$ cat src/rtl/rv_branch_predictor_pkg.sv
// Shared definitions for the fetch-side branch predictor: 2-bit counter
// encodings plus the reset and allocation values used by the table.
package rv_branch_predictor_pkg;

    typedef logic [1:0] bht_ctr_t;

    localparam bht_ctr_t BHT_SNT = 2'b00;  // strongly not taken
    localparam bht_ctr_t BHT_WNT = 2'b01;  // weakly not taken
    localparam bht_ctr_t BHT_WT  = 2'b10;  // weakly taken
    localparam bht_ctr_t BHT_ST  = 2'b11;  // strongly taken

    // Counter value after reset, and value written when a taken branch allocates.
    localparam bht_ctr_t BHT_RST   = BHT_WNT;
    localparam bht_ctr_t BHT_ALLOC = BHT_WT;

    localparam int PC_W = 64;

endpackage

$ cat src/rtl/rv_bht_counter.sv
// Combinational next-state function of a 2-bit saturating branch counter.
module rv_bht_counter
    import rv_branch_predictor_pkg::*;
(
    input  bht_ctr_t ctr_i,
    input  logic     taken_i,
    output bht_ctr_t ctr_o
);

    // Step towards taken or not-taken, holding at the end values.
    always_comb begin
        ctr_o = ctr_i;
        if (taken_i) begin
            if (ctr_i != BHT_ST) ctr_o = ctr_i + 2'd1;
        end else begin
            if (ctr_i != BHT_SNT) ctr_o = ctr_i - 2'd1;
        end
    end

endmodule

$ cat src/rtl/rv_branch_predictor.sv
// Fetch-side branch predictor: direct-mapped 2-bit counter table with a
// tagged target per entry, one-cycle registered lookup, and an update port
// from execute that also drives branch / mispredict performance counters.
//
// Handshake: both ports are valid-only. A lookup is accepted whenever
// req_valid_i is high at a rising edge and an update whenever upd_valid_i is
// high; there is no ready and no backpressure, so either may fire every cycle.
module rv_branch_predictor
    import rv_branch_predictor_pkg::*;
#(
    parameter int ENTRIES = 16,
    parameter int IDX_W   = 4,
    parameter int TAG_W   = 8
) (
    input  logic            clk_i,
    input  logic            rst_i,
    input  logic            req_valid_i,
    input  logic [PC_W-1:0] req_pc_i,
    input  logic            flush_i,
    output logic            pred_valid_o,
    output logic            pred_taken_o,
    output logic [PC_W-1:0] pred_target_o,
    input  logic            upd_valid_i,
    input  logic [PC_W-1:0] upd_pc_i,
    input  logic            upd_taken_i,
    input  logic [PC_W-1:0] upd_target_i,
    input  logic            upd_pred_i,
    output logic [31:0]     perf_branches_o,
    output logic [31:0]     perf_mispred_o
);

    logic            valid_q  [ENTRIES];
    logic [TAG_W-1:0] tag_q   [ENTRIES];
    logic [PC_W-1:0] target_q [ENTRIES];
    bht_ctr_t        ctr_q    [ENTRIES];

    logic            pred_valid_q, pred_valid_d;
    logic            pred_taken_q, pred_taken_d;
    logic [PC_W-1:0] pred_target_q, pred_target_d;
    logic [31:0]     branches_q, mispred_q;

    logic [IDX_W-1:0] req_idx, upd_idx;
    logic [TAG_W-1:0] req_tag, upd_tag;
    logic             req_hit, upd_hit;
    logic             upd_hit_we, upd_alloc;
    bht_ctr_t         upd_ctr_next;

    // PC bits outside index/tag (and the byte offset) do not take part.
    logic unused_pc_bits;
    assign unused_pc_bits = ^{req_pc_i[PC_W-1:IDX_W+TAG_W+2], req_pc_i[1:0],
                              upd_pc_i[PC_W-1:IDX_W+TAG_W+2], upd_pc_i[1:0]};

    assign req_idx = req_pc_i[IDX_W+1:2];
    assign req_tag = req_pc_i[IDX_W+TAG_W+1:IDX_W+2];
    assign upd_idx = upd_pc_i[IDX_W+1:2];
    assign upd_tag = upd_pc_i[IDX_W+TAG_W+1:IDX_W+2];

    assign req_hit = valid_q[req_idx] && (tag_q[req_idx] == req_tag);
    assign upd_hit = valid_q[upd_idx] && (tag_q[upd_idx] == upd_tag);

    assign upd_hit_we = upd_valid_i & upd_hit;
    assign upd_alloc  = upd_valid_i & ~upd_hit & upd_taken_i;

    rv_bht_counter u_bht_counter (
        .ctr_i   (ctr_q[upd_idx]),
        .taken_i (upd_taken_i),
        .ctr_o   (upd_ctr_next)
    );

    // Lookup reads current table state, so a same-cycle update is not bypassed.
    always_comb begin
        pred_valid_d  = req_valid_i & ~flush_i;
        pred_taken_d  = pred_valid_d & req_hit & ctr_q[req_idx][1];
        pred_target_d = pred_taken_d ? target_q[req_idx] : '0;
    end

    // Register the prediction; reset drops any pending result at once.
    always_ff @(posedge clk_i or posedge rst_i) begin
        if (rst_i) begin
            pred_valid_q  <= 1'b0;
            pred_taken_q  <= 1'b0;
            pred_target_q <= '0;
        end else begin
            pred_valid_q  <= pred_valid_d;
            pred_taken_q  <= pred_taken_d;
            pred_target_q <= pred_target_d;
        end
    end

    // Table write: train on a hit, allocate on a taken miss, ignore not-taken misses.
    always_ff @(posedge clk_i or posedge rst_i) begin
        if (rst_i) begin
            for (int i = 0; i < ENTRIES; i++) begin
                valid_q[i]  <= 1'b0;
                tag_q[i]    <= '0;
                target_q[i] <= '0;
                ctr_q[i]    <= BHT_RST;
            end
        end else begin
            for (int i = 0; i < ENTRIES; i++) begin
                if (upd_idx == IDX_W'(i)) begin
                    if (upd_hit_we) begin
                        ctr_q[i] <= upd_ctr_next;
                        if (upd_taken_i) target_q[i] <= upd_target_i;
                    end else if (upd_alloc) begin
                        valid_q[i]  <= 1'b1;
                        tag_q[i]    <= upd_tag;
                        target_q[i] <= upd_target_i;
                        ctr_q[i]    <= BHT_ALLOC;
                    end
                end
            end
        end
    end

    // Performance counters, free-running and wrapping.
    always_ff @(posedge clk_i or posedge rst_i) begin
        if (rst_i) begin
            branches_q <= '0;
            mispred_q  <= '0;
        end else if (upd_valid_i) begin
            branches_q <= branches_q + 32'd1;
            if (upd_pred_i != upd_taken_i) mispred_q <= mispred_q + 32'd1;
        end
    end

    assign pred_valid_o    = pred_valid_q;
    assign pred_taken_o    = pred_taken_q;
    assign pred_target_o   = pred_target_q;
    assign perf_branches_o = branches_q;
    assign perf_mispred_o  = mispred_q;

endmodule

$ cat config.mk
export PLATFORM = sky130hd
export DESIGN_NAME = rv_branch_predictor
export DESIGN_NICKNAME = d
export VERILOG_FILES = /design/src/rtl/rv_branch_predictor_pkg.sv /design/src/rtl/rv_bht_counter.sv /design/src/rtl/rv_branch_predictor.sv
export SDC_FILE = /design/constraint.sdc
export NUM_CORES = 2
export LEC_CHECK = 0
export ABC_AREA = 1
export BUFFER_PORTS_ARGS = -buffer_cell sky130_fd_sc_hd__clkbuf_2
export CORE_UTILIZATION = 40
export CTS_BUF_LIST = sky130_fd_sc_hd__clkbuf_4 sky130_fd_sc_hd__clkbuf_8 sky130_fd_sc_hd__clkbuf_16
export CTS_CLUSTER_SIZE = 12
export DETAILED_ROUTE_END_ITERATION = 12
export GPL_TIMING_DRIVEN = 0
export SYNTH_ARGS = -nofsm -noshare
export SYNTH_HDL_FRONTEND = slang
export SYNTH_SLANG_ARGS = --single-unit
$ cat constraint.sdc
create_clock -name clk_i -period 113 [get_ports clk_i]
set_clock_uncertainty 0.15 [all_clocks]
set_input_delay 11.3 -clock clk_i [delete_from_list [all_inputs] [get_ports clk_i]]
set_output_delay 11.3 -clock clk_i [all_outputs]
set_load 0.05 [all_outputs]
==> metrics.csv <==
stage,metric,value,unit
outcome,status,finished with violations,
outcome,violations,"capacitance limit, slew limit",
yosys,yosys.area.top_type,dfrtp_1,
timing,min_period,15350,ps
timing,timing.final.hold_violations,0,
timing,slew_violations,99,
flow_run,max_cap_viol_count,10,
placement,place_ws,97090,ps
global_route,grt_overflow,0,
critical_path,timing.rr.end,pred_target_o[18]$_DFF_PP0_,
yosys,synth_edf_count,0,
detailed_routing,firstDrtPassIters,9,
critical_path,cp-startpoint,req_pc_i[2],
yosys,mappedNetlistNets,7232,
critical_path,cp_max_fo,13,
placement,portBuffers,220,
floorplanning,rows,141,
pwr,fin_total_pwr,1.31,mW
min_path,hold_start,ctr_q[16]$_DFFE_PP1P_,
yosys,syn_area,59700,um^2
clock_network,clock_latency,830,ps
floorplanning,top_level_ports,329,
detailed_routing,vias,56900,
critical_path,crit_type,input port to register,
yosys,synth_cell_type_count,43,
clock_network,clk_pin_slew,60,ps
timing,finalCritPeriodShare,0.136,
clock_network,cts_resized,0,
yosys,synth_top_area_frac,0.551,
critical_path,worstRegToRegCells,14,
detailed_routing,drc,0,
yosys,ys.flop_type,dfrtp_1,
yosys,yosys-top-cells-area,"dfrtp_1, nand2_1, o21ai_0",
critical_path,max_stage_delay,1040,ps
global_route,grt_max_degree,124,
yosys,synth_seq_cells,1330,
global_route,grt_antenna_before_repair,4,
finish,drive_above_1_share,0.0848,
min_path,hp-class,register to register,
detailed_routing,drt-vias-per-instance,6.00,
timing,slew_headroom,-0.103,
timing,postLayoutSetupSlackWorst,97650,ps
yosys,synthArstFlopShare,1.00,
yosys,synthAdderAreaFrac,0.000419,
detailed_routing,ant_nets,0,
yosys,synthXorXnorAreaFrac,0.00939,
detailed_routing,routed_wl,255000,um
yosys,synth_common_cells,"nand2_1, dfrtp_1, o21ai_0, clkbuf_1, a21oi_1",
detailed_routing,drt_iter0_drc,7848,
critical_path,cp.required,113590,ps
floorplanning,die_area,151000,um^2
critical_path,r2r_start,tag_q[111]$_DFFE_PP0P_,
global_route,grt_pass1_wl,370000,um
yosys,yosysSeqAreaShare,0.558,
clock_network,cts.sinks,1330,
placement,placed_cells,9194,
timing,tns,0,ps
yosys,synth_top_family_by_area,compound AO/OA/AOI/OAI gates,
clock_network,clk_root_buffer_cell,clkbuf_16,
timing,max_clock_freq,0.0651,GHz
finish,num-fill-cells,14600,
global_route,grt_pass1_vias,53900,
placement,gp_congestion,0.960,
timing,worstMarginPinSlew,1650,ps
critical_path,path_cells,clkbuf_2 > buf_2 > buf_2 > buf_2 > buf_2 > clkbuf_1 > buf_2 > nand2_1 > a221oi_1 > o32ai_1 > nor2_1,
pwr,clkPwrFrac,0.389,
global_route,grt_usage,0.333,
clock_network,cts_setup_buffers,0,
pwr,p_switching,392,uW
floorplanning,start_util,0.404,
min_path,hold_depth,2,
critical_path,cp_common_cell,buf_2,
pwr,pwr_density_cell,19.0,nW/um^2
critical_path,crit_path_start_kind,input port,
clock_network,cts_tree,yes,
detailed_routing,wire_per_inst,26.9,um
pwr,leakage,31.7,nW
timing,rsz0062_at_grt,false,
clock_network,clockBufferDepth,3,
floorplanning,die_w,388,um
timing,hold_slack,310,ps
clock_network,htreeDepth,4,
critical_path,path_delay_family,buffers and inverters,
placement,place.detailed.hpwl,171000,um
critical_path,cp-end-kind,register,
pwr,p_int,916,uW
finish,final_util,0.465,
yosys,synth_most_common_cell,nand2_1,
min_path,min_to,ctr_q[16]$_DFFE_PP1P_,
timing,setup_viol,0,
yosys,synth-simple-area-share,0.182,
pwr,power_frac_seq,0.465,
yosys,synth_compound_area_frac,0.199,
finish,layout.nets,7615,
yosys,muxShareOfSynthArea,0,
critical_path,cp_num_buf_inv,7,
yosys,syn_inst,7031,
floorplanning,core_area,148000,um^2
floorplanning,die_h,388,um
clock_network,holdBufCountCts,0,
finish,fin_area,68700,um^2
finish,syn2layout_area_growth,15.2,%
critical_path,cp_slowest_cell,clkbuf_1,
yosys,syn_avg_cell_area,8.49,um^2
critical_path,reg2reg_slack,109680,ps
pwr,p_sw_frac,0.300,
finish,final_cells,9474,
clock_network,cts_made_buffers,148,
placement,placed_area,63600,um^2
yosys,yosys_warnings,0,
critical_path,arrival,15940,ps
pwr,irDropWorstVdd,0.0159,mV
pwr,p_comb_frac,0.146,
[metal layers]
layer	vias to the layer above	routed length [um]	GRT usage
met5	-	34	0.00255
met4	2	14800	0.180
met3	736	30200	0.0980
met2	3726	109000	0.486
met1	28000	101000	0.443
li1	24400	-	-
[final cells by class]
| cell class | instances | area, um^2 | area share |
|---|---|---|---|
| antenna | 10 | 25.0 | 0.000364 |
| buffer | 601 | 2470 | 0.0359 |
| clock buffer | 231 | 4640 | 0.0674 |
| clock inverter | 39 | 500 | 0.00728 |
| inverter | 166 | 631 | 0.00917 |
| multi-input combinational | 4934 | 23300 | 0.339 |
| sequential | 1330 | 33300 | 0.484 |
| tap | 1930 | 2410 | 0.0351 |
| timing repair buffer | 233 | 1460 | 0.0212 |
[registers in the layout (all words and copies together) (netlist names)]
| register | count |
|---|---|
| perf_branches_o | 32 |
| tag_q | 128 |
| ctr_q | 32 |
| perf_mispred_o | 32 |
| pred_taken_o | 1 |
| valid_q | 16 |
| pred_valid_o | 1 |
| pred_target_o | 64 |
| target_q | 1024 |
[worst min-delay path: stages, from the launching register on]
cell and delay, ps:
dfstp_2 370, nand2_1 50, nand2_1 40
[power by group through the flow]
| stage | Clock, mW | Combinational [mW] | Sequential [mW] |
|---|---|---|---|
| 5_1_grt | 0.531 | 0.213 | 0.616 |
| 6_report | 0.510 | 0.191 | 0.608 |
| 2_1_floorplan | 0 | 0.122 | 0.610 |
| 3_3_place_gp | 0 | 0.180 | 0.615 |
| 4_1_cts | 0.512 | 0.187 | 0.605 |
| 3_5_place_dp | 0 | 0.187 | 0.612 |
[layout by cell type (no fill, tap or decap), drive strengths merged, types with 28 or more instances in the layout]
master / instances
inv: 169
a311o: 45
o31ai: 56
nand3: 150
buf: 105
dfrtp: 1314
nand2: 2317
a21oi: 490
xor2: 40
o21ai: 1247
nor2: 236
a221oi: 211
clkinv: 28
clkbuf: 960
[worst max path at each step]
stage,to,cells past startpoint
detailed placement,pred_target_o[35]$_DFF_PP0_,11
global route,pred_target_o[30]$_DFF_PP0_,8
finish,pred_target_o[44]$_DFF_PP0_,11
CTS,pred_target_o[35]$_DFF_PP0_,11
global placement,pred_target_o[53]$_DFF_PP0_,2
floorplan,ctr_q[11]$_DFFE_PP0P_,1
[kinds of logic after synthesis]
group | after synthesis
compound gates | 2110
xor+xnor | 64
fa+ha+maj | 2
buf+inv | 767
flops | 1330
simple gates | 2758
(Power assumes the default switching activity.)
